<file path="src/rtl/fifo_pkg.sv">
// Shared constants and helpers for the parametrised FIFO.
// Legality helpers are used at elaboration time by the top.
package fifo_pkg;

  localparam int DEF_DATA_W = 4;
  localparam int DEF_DEPTH  = 4;

  function automatic int clog2(input int n);
    int r;
    r = 0;
    while ((1 << r) < n) r++;
    return r;
  endfunction

  function automatic bit depth_ok(input int n);
    return (n >= 2) && ((n & (n - 1)) == 0);
  endfunction

  function automatic bit af_ok(
    input int th,
    input int depth
  );
    return (th >= 1) && (th <= depth);
  endfunction

  function automatic bit ae_ok(
    input int th,
    input int depth
  );
    return (th >= 0) && (th <= depth - 1);
  endfunction

endpackage

</file>
<file path="src/rtl/fifo_mem.sv">
// Simple dual-port register array: one synchronous write port,
// one synchronous read port, no reset on storage or read register.
module fifo_mem #(
  parameter int DATA_W = 4,
  parameter int DEPTH  = 4,
  parameter int AW     = 2
) (
  input  logic              clk,
  input  logic              we,
  input  logic [AW-1:0]     wa,
  input  logic [DATA_W-1:0] wd,
  input  logic              re,
  input  logic [AW-1:0]     ra,
  output logic [DATA_W-1:0] rd
);

  logic [DATA_W-1:0] mem [DEPTH];

  always_ff @(posedge clk) begin
    if (we) mem[wa] <= wd;
  end

  // Same-address read and write return the old word.
  always_ff @(posedge clk) begin
    if (re) rd <= mem[ra];
  end

endmodule

</file>
<file path="src/rtl/sync_fifo_param.sv">
// Circular-buffer synchronous FIFO with occupancy count,
// almost-full/empty thresholds and overflow/underflow pulses.
module sync_fifo_param
  import fifo_pkg::*;
#(
  parameter int DATA_W = DEF_DATA_W,
  parameter int DEPTH  = DEF_DEPTH,
  parameter int AF_TH  = DEPTH - 1,
  parameter int AE_TH  = 1
) (
  input  logic                  clk,
  input  logic                  reset,
  input  logic                  push,
  input  logic [DATA_W-1:0]     data_in,
  input  logic                  pop,
  output logic [DATA_W-1:0]     data_out,
  output logic                  full,
  output logic                  empty,
  output logic                  almost_full,
  output logic                  almost_empty,
  output logic [clog2(DEPTH):0] count,
  output logic                  overflow,
  output logic                  underflow
);

  localparam int AW = clog2(DEPTH);
  localparam int CW = AW + 1;

  localparam logic [CW-1:0] FULL_C = CW'(DEPTH);
  localparam logic [CW-1:0] AF_C   = CW'(AF_TH);
  localparam logic [CW-1:0] AE_C   = CW'(AE_TH);

  if (!depth_ok(DEPTH)) begin : g_bad_depth
    $error("DEPTH must be a power of two >= 2");
  end
  if (!af_ok(AF_TH, DEPTH)) begin : g_bad_af
    $error("AF_TH must be in 1..DEPTH");
  end
  if (!ae_ok(AE_TH, DEPTH)) begin : g_bad_ae
    $error("AE_TH must be in 0..DEPTH-1");
  end

  logic [AW-1:0]     wr_ptr;
  logic [AW-1:0]     rd_ptr;
  logic [CW-1:0]     cnt;
  logic              push_ok;
  logic              pop_ok;
  logic [DATA_W-1:0] rd_data;
  logic              dout_clr;

  assign push_ok = push & (~full | pop);
  assign pop_ok  = pop & ~empty;

  fifo_mem #(
    .DATA_W (DATA_W),
    .DEPTH  (DEPTH),
    .AW     (AW)
  ) u_mem (
    .clk (clk),
    .we  (push_ok & ~reset),
    .wa  (wr_ptr),
    .wd  (data_in),
    .re  (pop_ok & ~reset),
    .ra  (rd_ptr),
    .rd  (rd_data)
  );

  always_ff @(posedge clk) begin
    if (reset) begin
      wr_ptr    <= '0;
      rd_ptr    <= '0;
      cnt       <= '0;
      overflow  <= 1'b0;
      underflow <= 1'b0;
      dout_clr  <= 1'b1;
    end else begin
      if (push_ok) wr_ptr <= wr_ptr + 1'b1;
      if (pop_ok) begin
        rd_ptr   <= rd_ptr + 1'b1;
        dout_clr <= 1'b0;
      end
      case ({push_ok, pop_ok})
        2'b10:   cnt <= cnt + 1'b1;
        2'b01:   cnt <= cnt - 1'b1;
        default: cnt <= cnt;
      endcase
      overflow  <= push & ~push_ok;
      underflow <= pop & ~pop_ok;
    end
  end

  // The read register has no reset, so mask it until the first pop.
  assign data_out     = dout_clr ? '0 : rd_data;
  assign count        = cnt;
  assign full         = (cnt == FULL_C);
  assign empty        = (cnt == '0);
  assign almost_full  = (cnt >= AF_C);
  assign almost_empty = (cnt <= AE_C);

endmodule

</file>
<file path="config.mk">
export PLATFORM = sky130hd
export DESIGN_NAME = sync_fifo_param
export DESIGN_NICKNAME = d
export VERILOG_FILES = /design/src/rtl/fifo_pkg.sv /design/src/rtl/fifo_mem.sv /design/src/rtl/sync_fifo_param.sv
export SDC_FILE = /design/constraint.sdc
export NUM_CORES = 1
export LEC_CHECK = 0
export CORE_ASPECT_RATIO = 1.25
export CORE_UTILIZATION = 50
export DETAILED_ROUTE_END_ITERATION = 10
export HOLD_SLACK_MARGIN = 0.08
export PLACE_DENSITY_LB_ADDON = 0.25
export SLEW_MARGIN = 30
export SYNTH_ARGS = -nofsm -noshare
export SYNTH_HDL_FRONTEND = slang
export SYNTH_HIERARCHICAL = 1
export SYNTH_SLANG_ARGS = --single-unit
export TNS_END_PERCENT = 1
</file>
<file path="constraint.sdc">
create_clock -name clk -period 2.2 [get_ports clk]
set_input_delay 0.33 -clock clk [delete_from_list [all_inputs] [get_ports clk]]
set_output_delay 0.33 -clock clk [all_outputs]
set_load 0.05 [all_outputs]
</file>
Word-level counts from Yosys, hierarchy flattened
Memory sizes are Yosys's and may differ from the RTL's. A register that Yosys moved wholly into a read port is not among the register bits.
Index checks and enable logic that the tools add are counted.
{"block": "totals", "regBits": 10, "mem_bits_rw": 16, "out_inout_bits": 13, "memories": 1}
{"block": "op_classes", "add_sub_neg": 4, "magnitude_cmp": 2, "n_eq_ne": 3, "n_mux": 4, "bitwise": 12, "reduce_logical": 2}
{"memory": "u_mem.mem", "depth": 4, "word_bits": 4, "read_ports": 1, "rd_clocked_by_memory_dff": 1, "wr": 1, "line_no": "fifo_mem.sv:17", "rtl": "logic [DATA_W-1:0] mem [DEPTH];"}
{"op": "1-bit AND", "n": 6}
{"op": "3-bit one-hot mux with 2 select lines", "n": 1}
{"op": "1-bit inverter", "n": 5}
{"op": "2-bit by 1-bit adder with 2-bit output (second input constant)", "n": 2}
{"op": "4-bit two-way mux", "n": 1}
{"op": "3-bit by 1-bit adder with 3-bit output (second input constant)", "n": 1}
{"op": "3-bit == test (second input constant)", "n": 1}
{"op": "3-bit by 2-bit greater-or-equal comparator with 1-bit output (second input constant)", "n": 1}
{"op": "3-bit by 1-bit less-or-equal comparator with 1-bit output (second input constant)", "n": 1}
{"op": "3-bit logical NOT", "n": 1}
{"op": "3-bit by 1-bit subtractor with 3-bit output (second input constant)", "n": 1}
{"op": "2-bit by 1-bit == test with 1-bit output (second input constant)", "n": 1}
{"op": "2-bit == test (second input constant)", "n": 1}
{"op": "1-bit two-way mux", "n": 2}
{"op": "2-bit nonzero test", "n": 1}
{"op": "1-bit bitwise OR", "n": 1}

Logic depth before layout (Yosys ltp)
{"block": "logic_depth", "depth_word": 7, "ltp_mapped": 9, "mapped_depth_nobuf": 9}

Modules after synthesis
The synthesis kept the hierarchy.
{"mod": "fifo_mem", "n_inst": 1, "cells_per_inst": 28, "area_each_um2": 737.0}
{"mod": "sync_fifo_param", "n_inst": 1, "cells_per_inst": 66, "area_each_um2": 563.0}

Least setup slack after synthesis
Ideal clock, no wire load.
{"block": "synth_timing", "path_type": "register to output", "startpoint": "register cnt[0], in the netlist count[0]", "endpoint": "output port almost_full", "arrival_time_ns": 1.995, "setup_slack_ns": -0.125, "stages_incl_launch_ff": 3, "n_path_buf": 0, "path_cell_list": "dfxtp_1 > inv_1 > o21ai_0"}
{"block": "synth_via", "elab_chain_len": 1}
{"item": "start: declaration", "line_no": "sync_fifo_param.sv:45", "rtl": "logic [CW-1:0] cnt;"}
{"item": "start signal: assignment", "line_no": "sync_fifo_param.sv:83", "rtl": "2'b10: cnt <= cnt + 1'b1;"}
{"item": "start signal: assignment", "line_no": "sync_fifo_param.sv:84", "rtl": "2'b01: cnt <= cnt - 1'b1;"}
{"item": "start signal: assignment", "line_no": "sync_fifo_param.sv:85", "rtl": "default: cnt <= cnt;"}
{"item": "3-bit by 2-bit greater-or-equal comparator with 1-bit output", "line_no": "sync_fifo_param.sv:97", "rtl": "assign almost_full = (cnt >= AF_C);"}
{"item": "end: declaration", "line_no": "sync_fifo_param.sv:19", "rtl": "output logic almost_full,"}
No other way between the ends.

Worst setup path after layout
{"block": "layout_timing", "startpoint": "register cnt[0], in the netlist count[0]", "endpoint": "register cnt[2], in the netlist count[2]"}
{"block": "layout_via", "elab_chain_len": 6, "elab_cells_between_ends": 13, "cone_classes": "2 x add/sub; 3 x eq/ne; 1 x mux; 5 x bitwise; 2 x reduce/logical"}
{"item": "3-bit == test", "line_no": "sync_fifo_param.sv:95", "rtl": "assign full = (cnt == FULL_C);"}
{"item": "1-bit inverter", "line_no": "sync_fifo_param.sv:51", "rtl": "assign push_ok = push & (~full | pop);"}
{"item": "1-bit bitwise OR", "line_no": "sync_fifo_param.sv:51"}
{"item": "1-bit AND", "line_no": "sync_fifo_param.sv:51"}
{"item": "2-bit by 1-bit == test with 1-bit output or 2-bit == test (tied branches)", "line_no": "sync_fifo_param.sv:82", "rtl": "case ({push_ok, pop_ok})"}
{"item": "3-bit one-hot mux with 2 select lines or 2-bit nonzero test (tied branches)"}
Several ways; a longest one is shown, not always the timed one.
A chain may end at the register's enable or synchronous reset.

==> results.json <==
{
  "status": "complete, no violations",
  "maxCapViolations": 0,
  "power_switching_mw": 0.786,
  "port_buffers": 20,
  "ys_warn_count": 6,
  "layout-drive-gt1-share_pct": 15.4,
  "clkPwrFrac_pct": 15.3,
  "drt_iter0_markers": 11,
  "start_util_pct": 53.0,
  "synthCells": 94,
  "synthAdderAreaFrac_pct": 5.77,
  "design_power_total_mw": 1.90,
  "internal_power_mw": 1.11,
  "rows": 20,
  "crit_type": "reg2reg",
  "cts_root_buffer": "clkbuf_4",
  "critPathRequiredTime_ns": 2.45,
  "grt_pass1_wl_um": 3210,
  "cp-start-kind": "flip-flop",
  "post_cts_resized": 0,
  "hp-start": "dout_clr",
  "async_flop_share_pct": 0,
  "gr-usage-met3_pct": 6.40,
  "drc": 0,
  "finClkSkew_ns": 0.00575,
  "synth_compound_area_share_pct": 3.95,
  "cts_tree": "yes",
  "wl_per_cell_um": 13.0,
  "synthXorXnorAreaFrac_pct": 1.35,
  "viasPerCell": 5.14,
  "final_max_slew_viol_count": 0,
  "setup_viol": 0,
  "hold_violations": 0,
  "final_util_pct": 64.9,
  "synth_top_family_by_area": "simple AND/OR/NAND/NOR gates",
  "cts.sink_count": 30,
  "relSlewSlack_pct": 67.0,
  "synthMuxAreaShare_pct": 10.7,
  "clk_pin_slew_worst_paths_ns": 0.09,
  "core_area_um2": 2450,
  "overflow": 0,
  "hp-class": "reg2reg",
  "top_usage_layer": "met2",
  "syn_area_um2": 1300,
  "ys_seq_area_share_pct": 61.6,
  "dr.pass1.iters": 4,
  "worst_pin_slew_ns": 0.493,
  "r2r-start": "count[0]",
  "die_x_um": 47.6,
  "io_pins": 21,
  "switching_share_pct": 41.4,
  "clock_path_buffers": 2,
  "met1_usage_pct": 20.4,
  "die_area_um2": 2810,
  "ys.flop_type": "edfxtp_1",
  "vias": 802,
  "cp_max_fo": 6,
  "antenna_found_initial": 0,
  "hpwlAfterDp_um": 1520,
  "worst_r2r_endpoint": "count[2]",
  "synth_edf_count": 20,
  "synth_fp_nets": 108,
  "syn_avg_cell_area_um2": 13.8,
  "combinationalPowerShare_pct": 45.5,
  "antenna_cells": 0,
  "ys_types": 26,
  "fmax_ghz": 0.509,
  "p_seq_share_pct": 39.3,
  "drtAntennaViolNets": 0,
  "worstPathArrival_ns": 2.21,
  "grt_pass1_vias": 722,
  "hold_end": "dout_clr",
  "vdd_drop_max_mv": 0.726,
  "reg2reg_slack_ns": 0.23,
  "die_h_um": 59.0,
  "insertion_delay_ns": 0.31,
  "ctsHoldBuffers": 0,
  "htreeDepth": 2,
  "rsz0062_at_grt": "false",
  "endpoint_kind": "flip-flop",
  "p_per_area_nw_per_um2": 1190,
  "synthSimpleGateAreaFrac_pct": 14.5,
  "fin_crit_ns": 1.97,
  "power.leakage_nw": 0.607,
  "grt_max_degree": 15,
  "fin_crit_sh_pct": 89.3,
  "synth_seq_cells": 30,
  "met2_usage_pct": 27.8,
  "wl_um": 2030,
  "gp_congestion": 0.814,
  "fin_nets": 136,
  "numCtsBuffers": 5,
  "hold_depth": 1,
  "grt_usage_pct": 17.1,
  "areaGrowthSynthToFinish_pct": 22.5,
  "reg2regPathDepth": 8,
  "cts_setup_buffers": 0
}
cells by family after synthesis:
family	after synthesis
AND/OR/NAND/NOR	33
flip-flops	30
AO/OA/AOI/OAI	9
buffers and inverters	7
multiplexers	7
adder cells (fa/ha/maj)	6
XOR/XNOR	2
worst max-delay path by stage:
stage / slack (ns) / from / to / cells past startpoint
after floorplan: -0.08 / count[0] / u_mem/mem[0][0] / 6
after global placement: 0.25 / pop / u_mem/mem[0][3] / 6
after detailed placement: 0.17 / pop / count[2] / 7
after CTS: 0.22 / count[0] / count[2] / 8
after global routing: 0.06 / count[0] / count[2] / 8
final: 0.23 / count[0] / count[2] / 8
state kept, by name (all words and copies together), names as in the netlist:
register / cells
u_mem/mem: 16
u_mem/rd: 4
count: 3
rd_ptr: 2
wr_ptr: 2
dout_clr: 1
overflow: 1
underflow: 1
layout by cell type, fill, tap and decap left out, drive strengths merged, types with 2 or more instances in the layout:
cell type      instances
mux4                   4
xor2                   2
nor3b                  2
edfxtp                20
dfxtp                 10
clkdlybuf4s50         16
nor3                   2
ha                     6
inv                    6
and3b                  2
o21ai                  3
clkbuf                 6
nor2b                  8
mux2                   3
nor2                  10
buf                    6
clkinv                 2
a21oi                  3
nand3                  2
nand2                  2
per-stage QoR:
step	TNS [ns]	instance area (um2)	hold WS, ns	instances	setup WS (ns)
3_3_place_gp	0	1540	0.521	148	0.252
3_5_place_dp	0	1540	0.547	148	0.174
4_1_cts	0	1590	0.563	156	0.224
6_report	0	1590	0.557	156	0.234
5_1_grt	0	1590	0.591	156	0.0597
2_1_floorplan	-0.340	1300	0.429	94	-0.0850
cell type report:
type / count / area (um2)
multi-input cells: 57 / 472
inverters: 6 / 22.5
clock inverters: 2 / 10.0
fillers: 201 / 860
repair buffers: 22 / 205
flip-flops and latches: 30 / 801
well taps: 33 / 41.3
clock buffers: 6 / 41.3
metal layers:
| layer | up-vias | share of wire [%] |
|---|---|---|
| met5 | - | 0 |
| met4 | 0 | 0 |
| met3 | 0 | 4.5 |
| met2 | 22 | 54 |
| met1 | 379 | 42 |
| li1 | 401 | - |
cells in the mapped netlist (3+ instances only):
| cell type | count | area share [%] |
|---|---|---|
| a21oi_1 | 3 | 1.2 |
| dfxtp_1 | 10 | 15 |
| edfxtp_1 | 20 | 46 |
| ha_1 | 6 | 5.8 |
| inv_1 | 5 | 1.4 |
| mux2_2 | 3 | 2.6 |
| mux4_1 | 4 | 8.1 |
| nor2_1 | 10 | 2.9 |
| nor2b_1 | 8 | 3.9 |
| o21ai_0 | 3 | 1.2 |
power groups by stage:
stage	sequential [mW]	combinational [mW]	clock [mW]
global placement	0.756	0.846	0
floorplan	0.838	0.540	0
CTS	0.747	0.868	0.306
global route	0.758	0.930	0.332
detailed placement	0.761	0.864	0
finish	0.746	0.864	0.290
worst max-delay path: stages, from the launching register on:
cell,delay [ns]
dfxtp_1,0.43
inv_1,0.12
ha_1,0.26
nand3b_1,0.16
nand2_1,0.12
ha_1,0.39
nor3_1,0.24
a31oi_1,0.06
a21oi_1,0.12
Power figures use the tool's default switching activity.
